File: config.mk
export PLATFORM = sky130hd
export DESIGN_NAME = btn_conditioner
export DESIGN_NICKNAME = d
export VERILOG_FILES = /design/src/rtl/btn_conditioner.sv
export SDC_FILE = /design/constraint.sdc
export NUM_CORES = 1
export LEC_CHECK = 0
export ABC_CLOCK_PERIOD_IN_PS = 2700
export CAP_MARGIN = 5
export CORE_UTILIZATION = 60
export CTS_BUF_LIST = sky130_fd_sc_hd__clkbuf_16
export DETAILED_ROUTE_END_ITERATION = 12
export PLACE_DENSITY = 0.79
export SLEW_MARGIN = 20
export SYNTH_ARGS = -nofsm -noshare
export SYNTH_HDL_FRONTEND = slang
export SYNTH_SLANG_ARGS = --single-unit
File: constraint.sdc
create_clock -name clk -period 2.7 [get_ports clk]
set_input_delay 0.54 -clock clk [delete_from_list [all_inputs] [get_ports clk]]
set_output_delay 0.54 -clock clk [all_outputs]
set_load 0.005 [all_outputs]
File: src/rtl/btn_conditioner.sv
// Push-button front end: synchroniser, debounce FSM, optional auto-repeat,
// and the btn_prev/btn_edge pair plus a press counter.
module btn_conditioner #(
  parameter int unsigned SYNC_STAGES     = 2,
  parameter int unsigned DEBOUNCE_CYCLES = 1000000,
  parameter bit          AUTO_REPEAT_EN  = 1'b1,
  parameter int unsigned REPEAT_DELAY    = 50000000,
  parameter int unsigned REPEAT_RATE     = 10000000
) (
  input  logic       clk,
  input  logic       rst,
  input  logic       btn_raw,
  output logic       btn_level,
  output logic       btn_prev,
  output logic       btn_edge,
  output logic       btn_release,
  output logic [7:0] press_count
);

  localparam int unsigned MAX_A   = (DEBOUNCE_CYCLES > REPEAT_DELAY) ? DEBOUNCE_CYCLES : REPEAT_DELAY;
  localparam int unsigned MAX_CYC = (MAX_A > REPEAT_RATE) ? MAX_A : REPEAT_RATE;
  localparam int unsigned CW      = $clog2(MAX_CYC) + 1;

  // The IDLE sample is the first stable sample, so the counter (cleared on
  // entry) reaches DEBOUNCE_CYCLES-2 on the last required sample.
  localparam logic [CW-1:0] DEB_LAST = CW'(DEBOUNCE_CYCLES - 2);
  localparam logic [CW-1:0] RD_LOAD  = CW'(REPEAT_DELAY);
  localparam logic [CW-1:0] RR_LOAD  = CW'(REPEAT_RATE);
  localparam logic [CW-1:0] CNT_MAX  = '1;

  typedef enum logic [1:0] {
    IDLE         = 2'd0,
    PRESS_WAIT   = 2'd1,
    HELD         = 2'd2,
    RELEASE_WAIT = 2'd3
  } state_t;

  logic [SYNC_STAGES-1:0] sync_q;
  logic                   sync_btn;

  state_t        state_q, state_d;
  logic [CW-1:0] cnt_q, cnt_d;
  logic [CW-1:0] tmr_q, tmr_d;
  logic          level_q, level_d;
  logic          prev_q;
  logic          edge_q, edge_d;
  logic          rel_q, rel_d;
  logic [7:0]    count_q, count_d;

  logic          tmr_expire;
  logic [CW-1:0] cnt_inc;
  logic [CW-1:0] tmr_next;

  assign sync_btn   = sync_q[SYNC_STAGES-1];
  assign tmr_expire = (tmr_q == CW'(1));
  assign cnt_inc    = (cnt_q == CNT_MAX) ? cnt_q : cnt_q + CW'(1);
  // Repeat timer keeps running while held or release-bouncing; reloads on expiry.
  assign tmr_next   = tmr_expire ? RR_LOAD : ((tmr_q != '0) ? tmr_q - CW'(1) : tmr_q);

  always_ff @(posedge clk or negedge rst) begin
    if (!rst) begin
      sync_q <= '0;
    end else begin
      sync_q <= {sync_q[SYNC_STAGES-2:0], btn_raw};
    end
  end

  always_comb begin
    state_d = state_q;
    cnt_d   = cnt_q;
    tmr_d   = tmr_q;
    level_d = level_q;
    edge_d  = 1'b0;
    rel_d   = 1'b0;
    count_d = count_q;
    case (state_q)
      IDLE: begin
        if (sync_btn) begin
          state_d = PRESS_WAIT;
          cnt_d   = '0;
        end
      end
      PRESS_WAIT: begin
        if (!sync_btn) begin
          state_d = IDLE;
          cnt_d   = '0;
        end else if (cnt_q == DEB_LAST) begin
          state_d = HELD;
          cnt_d   = '0;
          level_d = 1'b1;
          edge_d  = 1'b1;
          count_d = count_q + 8'd1;
          tmr_d   = RD_LOAD;
        end else begin
          cnt_d = cnt_inc;
        end
      end
      HELD: begin
        tmr_d = tmr_next;
        if (AUTO_REPEAT_EN && tmr_expire) begin
          edge_d = 1'b1;
        end
        if (!sync_btn) begin
          state_d = RELEASE_WAIT;
          cnt_d   = '0;
        end
      end
      RELEASE_WAIT: begin
        tmr_d = tmr_next;
        if (sync_btn) begin
          state_d = HELD;
          cnt_d   = '0;
        end else if (cnt_q == DEB_LAST) begin
          state_d = IDLE;
          cnt_d   = '0;
          tmr_d   = '0;
          level_d = 1'b0;
          rel_d   = 1'b1;
        end else begin
          cnt_d = cnt_inc;
        end
      end
      default: begin
        state_d = IDLE;
        cnt_d   = '0;
      end
    endcase
  end

  always_ff @(posedge clk or negedge rst) begin
    if (!rst) begin
      state_q <= IDLE;
      cnt_q   <= '0;
      tmr_q   <= '0;
      level_q <= 1'b0;
      prev_q  <= 1'b0;
      edge_q  <= 1'b0;
      rel_q   <= 1'b0;
      count_q <= 8'd0;
    end else begin
      state_q <= state_d;
      cnt_q   <= cnt_d;
      tmr_q   <= tmr_d;
      level_q <= level_d;
      prev_q  <= level_q;
      edge_q  <= edge_d;
      rel_q   <= rel_d;
      count_q <= count_d;
    end
  end

  assign btn_level   = level_q;
  assign btn_prev    = prev_q;
  assign btn_edge    = edge_q;
  assign btn_release = rel_q;
  assign press_count = count_q;

endmodule

Word level (Yosys, flattened, before mapping) --
Index checks and enable logic that the tools add are counted.
Word-level totals: logic and storage cells 67, flip-flop bits (word level) 70, bits of input ports 3, output and inout port bits 12
Cells by class: equal/unequal tests 14, reductions and logical operators 9, mux-type cells 32, add/subtract/negate cells 3
Operators with widths (count):
- $mux 27 | 12
- $pmux 27 s4 | 1
- $pmux 27 s3 | 1
- $add 27x1->27 const B | 1
- $eq 27x1->1 const B | 1
- $eq 27x20->1 const B | 1
- $eq 27x27->1 const B | 1
- $reduce_bool 27->1 | 1
- $sub 27x1->27 const B | 1
- $mux 2 | 6
- $ne 2x2->1 const B | 6
- $mux 1 | 9
- $add 8x1->8 const B | 1
- $pmux 2 s4 | 1
- $ne 3x3->1 const B | 2
- $reduce_and 3->1 | 2
- $reduce_and 5->1 | 1
- $eq 2x2->1 const B | 2
- $pmux 1 s2 | 2
- $reduce_and 4->1 | 1
- $reduce_bool 3->1 | 1
- $eq 2x1->1 const B | 1
- $logic_not 2->1 | 1
- $reduce_and 2->1 | 1
- $reduce_bool 2->1 | 1

Longest topological paths before layout --
depth in word-level cells 6, depth in mapped cells 9, mapped depth without buffers 8

Worst setup path after synthesis --
OpenSTA, ideal clock, no wires.
path kind register to register, from reg tmr_q[4], to reg tmr_q[23], period minus slack after synthesis 2.108 ns, path buffers 1, required time 2.574 ns, setup slack 0.592 ns, arrival time 1.982 ns, library setup time 0.126 ns, cell stages (with the launch flop) 8, path through dfrtp_1 -> nor4_4 -> nand3_2 -> or4_1 -> clkbuf_2 -> nand2_2 -> nor4_1 -> o32a_1
On the way: word-level cells in the longest chain between the ends 6, elaborated cells between the ends (all ways) 8, classes of those cells 1 x add/sub; 1 x eq/ne; 5 x mux; 1 x reduce/logical
RTL lines:
- start: declaration | RTL line 43 | logic [CW-1:0] tmr_q, tmr_d;
- start signal: assignment | RTL line 143 | tmr_q <= tmr_d;
- $sub 27x1->27 or $reduce_bool 27->1 (tied branches) | RTL line 58 | assign tmr_next = tmr_expire ? RR_LOAD : ((tmr_q != '0) ? tmr_q - CW'(1) : tmr_q);
- $mux 27 | RTL line 58
- $mux 27 (*) | RTL line 58
- $mux 27 | RTL line 113 | end else if (cnt_q == DEB_LAST) begin
- $mux 27 | RTL line 110 | if (sync_btn) begin
- $pmux 27 s3 (*) | RTL line 76 | case (state_q)
Every way passes the cells marked *; elsewhere a longest branch is shown, timed or not. A chain may end at the register's enable or synchronous reset.

Worst setup path in the final report --
from reg cnt_q[0], to reg tmr_q[16]
On the way: word-level cells in the longest chain between the ends 4, elaborated cells between the ends (all ways) 6, classes of those cells 2 x eq/ne; 3 x mux; 1 x reduce/logical
RTL lines:
- start: declaration | RTL line 42 | logic [CW-1:0] cnt_q, cnt_d;
- start signal: assignment | RTL line 142 | cnt_q <= cnt_d;
- $eq 27x20->1 (*) | RTL line 87, 113
- $mux 27 | RTL line 113
- $mux 27 | RTL line 110
- $pmux 27 s3 | RTL line 76
Marks and branches as above.

==> summary.md <==
| Metric | Value |
|---|---|
| Via density per instance | about 6.5 |
| Post-route setup TNS | 0 ps |
| Drt initial violations | around 300 |
| RSZ-0062 raised after global routing | no |
| Bufs on Longest Clock Path | 2 |
| Congestion Overflow GR | 0 |
| Sw frac | 0.383 |
| GRT Total Usage | 0.285 |
| Starting Density | 0.631 |
| CTS root buf | clkbuf_16 |
| Worst Tran Pin Value | slightly above 700 ps |
| Wire length per cell | 17.7 um |
| Syn nets | roughly 440 |
| CTS buffer count | 9 |
| Post-Syn Area | between 0.004 and 0.005 mm^2 |
| Clock-pin slew on the worst setup and hold paths | ~50 ps |
| Post-synthesis sequential area ratio | 0.430 |
| Post-synthesis compound-gate area fraction | 0.164 |
| CTS tree | done |
| Placed cell count | 520 |
| Fmax achieved | roughly 0.4 GHz |
| Synth area leaders | dfrtp_1 43%, nor2_1 5.6%, xor2_1 3.7% |
| Synth Area in Simple Gates | 0.280 |
| Crit-path max FO | 21 |
| Final setup viols | 0 |
| DRC Markers | 2 |
| Min-Delay Path Class | in2async |
| Ant. Diodes | 0 |
| Yosys warns | 0 |
| Routed via count | between 3000 and 4000 |
| Leak pwr | between 1.5 and 2 nW |
| PwrDens | between 800 and 900 mW/mm^2 |
| Placement Rows | 29 |
| Status | finished with violations |
| Synth Area in XOR/XNOR | 0.0601 |
| Worst slew margin | 0.520 |
| Reg power frac | 0.328 |
| Ports | 15 |
| Worst-skew pair later-pin latency | between 300 and 400 ps |
| FF+latch count, synth | 70 |
| Pin count of the biggest net entering global routing | 43 |
| Routability-driven placement congestion ratio | 0.938 |
| Fin crit period | 2510 ps |
| Nature of the critical path endpoint | flop |
| Post-Layout Cell Count | between 500 and 600 |
| Die span in x | about 84 um |
| Setup Fix Bufs, Post-CTS | 0 |
| Post-Route WL | between 9 and 10 mm |
| CTS Hold Bufs | 0 |
| Synth top area share | 0.430 |
| Die area | between 0.007 and 0.008 mm^2 |
| Pre-antenna DRT Iters | 9 |
| Int Power | approximately 2.3 mW |
| Synth Area in Adders | 0.0276 |
| Final Hold Fails | 0 |
| Net Switching | approximately 1.4 mW |
| Mux contribution to synthesized area | 0.0129 |
| Area grow syn2layout | 13.7% |
| H-tree depth | 3 |
| Core area | 0.00646 mm^2 |
| Max-Cap Viols | 0 |
| Synth cell types | 72 |
| Largest family of logic cells by synthesized area | simple AND/OR/NAND/NOR gates |
| Cell taking the most area after synthesis | dfrtp_1 |
| Crit Path Class | reg2reg |
| Crit path required time | slightly below 3000 ps |
| Top FF cell, synth | dfrtp_1 |
| Asr flop ratio synth | 1.00 |
| Final-stage net count | between 400 and 500 |
| Final period util | 0.929 |
| Mapped Avg Cell Area | ~9.6 um^2 |
| Final ANT Viol Nets | 0 |
| Clock Power Share | 0.302 |
| Clock sinks | 70 |
| Number of global-route vias before repair | about 3300 |
| EDFF count, synth | 0 |
| Die Span Y | roughly 84 um |
| Most instantiated cells after synthesis | 70 x dfrtp_1, 61 x nor2_1, 33 x nand2_1, 17 x nand3_1, 17 x xor2_1 |
| R2R depth | 8 |
| Count leader, synth | dfrtp_1 |
| Initial antenna violation count | 0 |
| First-pass GRT wire length | around 16 mm |
| Peak supply drop | roughly 0.50 mV |
| Synth Instances | ~430 |
| Final Max Tran Viols | 0 |
| Failing checks | design-rule violations |
| Layout cells sized above 1 | 0.135 |
| Hpwl dp | around 6.5 mm |
| WP data arrival | 2710 ps |
| Setup Skew | 5.19 ps |
| Comb pwr share | 0.370 |
| Core Util, Final | 0.718 |
| CP Launch Type | flop |
| IO Port Bufs | 14 |
-- layout make-up --
cell class | instances | area [um^2]
multi-input cells | 333 | 2230
clock inverters | 6 | 53.8
flip-flops and latches | 70 | 1750
repair buffers | 27 | 233
well taps | 77 | 96.3
clock buffers | 9 | 225
inverters | 13 | 48.8
fillers | 467 | 1820
-- placed cells by master (no fill, tap or decap), types with 13 or more instances in the layout --
cell type        count
buf_4               13
nor2_1              61
o21ai_0             13
inv_1               13
nand2_1             33
a21oi_1             15
nand3_1             17
xor2_1              17
clkdlybuf4s50_1     13
dfrtp_1             70
nand4_1             15
-- logic make-up (layout without fill, tap and decap cells) --
logic type                 count (synthesis)  in the layout
AOI/OAI and AO/OA                         90             90
xor gates and xnor gates                  28             28
adders and majority gates                  9              9
buffers and inverters                     23             55
DFF                                       70             70
muxes                                      5              5
and+or+nand+nor                          201            201
-- per-stage QoR --
step                hold slack, ps  power, mW  setup WS [ps]  area (um^2)
floorplan                      244       2.26            592         4080
global placement               336       2.56            338         4350
detailed placement             348       2.60            307         4350
CTS                            242       3.73            208         4630
global route                   276       3.93           19.6         4640
finish                         225       3.74            192         4640
-- power by group through the flow --
stage	combinational (mW)	sequential (mW)	clock (mW)
4_1_cts	1.37	1.23	1.13
5_1_grt	1.51	1.24	1.18
2_1_floorplan	1.04	1.22	0
3_5_place_dp	1.35	1.24	0
3_3_place_gp	1.32	1.24	0
6_report	1.38	1.23	1.13
-- state kept, by name, indices dropped and copies added, names as in the netlist, 2 cells and up, named ones only --
| name | cells |
|---|---|
| sync_q | 2 |
| cnt_q | 27 |
| tmr_q | 27 |
| press_count | 8 |
-- worst max-delay path: stages (launching register included) --
cell	delay (ps)
dfrtp_1	420
inv_1	70
ha_1	130
nor4b_2	420
nand3b_1	200
o32a_2	550
and2_0	240
a31oi_1	220
o41ai_2	120
-- worst paths after layout --
| kind | from | end | slack (ps) |
|---|---|---|---|
| worst max-delay path | cnt_q[0] | tmr_q[16] | 190 |
| worst min-delay path | rst | press_count[2] | 230 |
| worst max register to register | cnt_q[0] | tmr_q[16] | 190 |
| worst min register to register | sync_q[0] | sync_q[1] | 360 |
| max in group asynchronous | rst | tmr_q[17] | 2030 |
| min in group clk | sync_q[0] | sync_q[1] | 360 |
-- metal layers --
layer  share of wire  global-route usage  vias up
met2            0.49               0.469      136
li1                -                   -     1640
met5               0                   0        -
met3           0.048              0.0442       25
met1            0.43               0.371     1703
met4           0.024               0.139        0
-- timing repair --
action / 4_1_cts / 5_1_grt
hold endpoints to repair: 0 / 0
resized for setup: 0 / 1
setup endpoints to repair: 0 / 1
No activity file was read; power rests on OpenSTA's default activity.
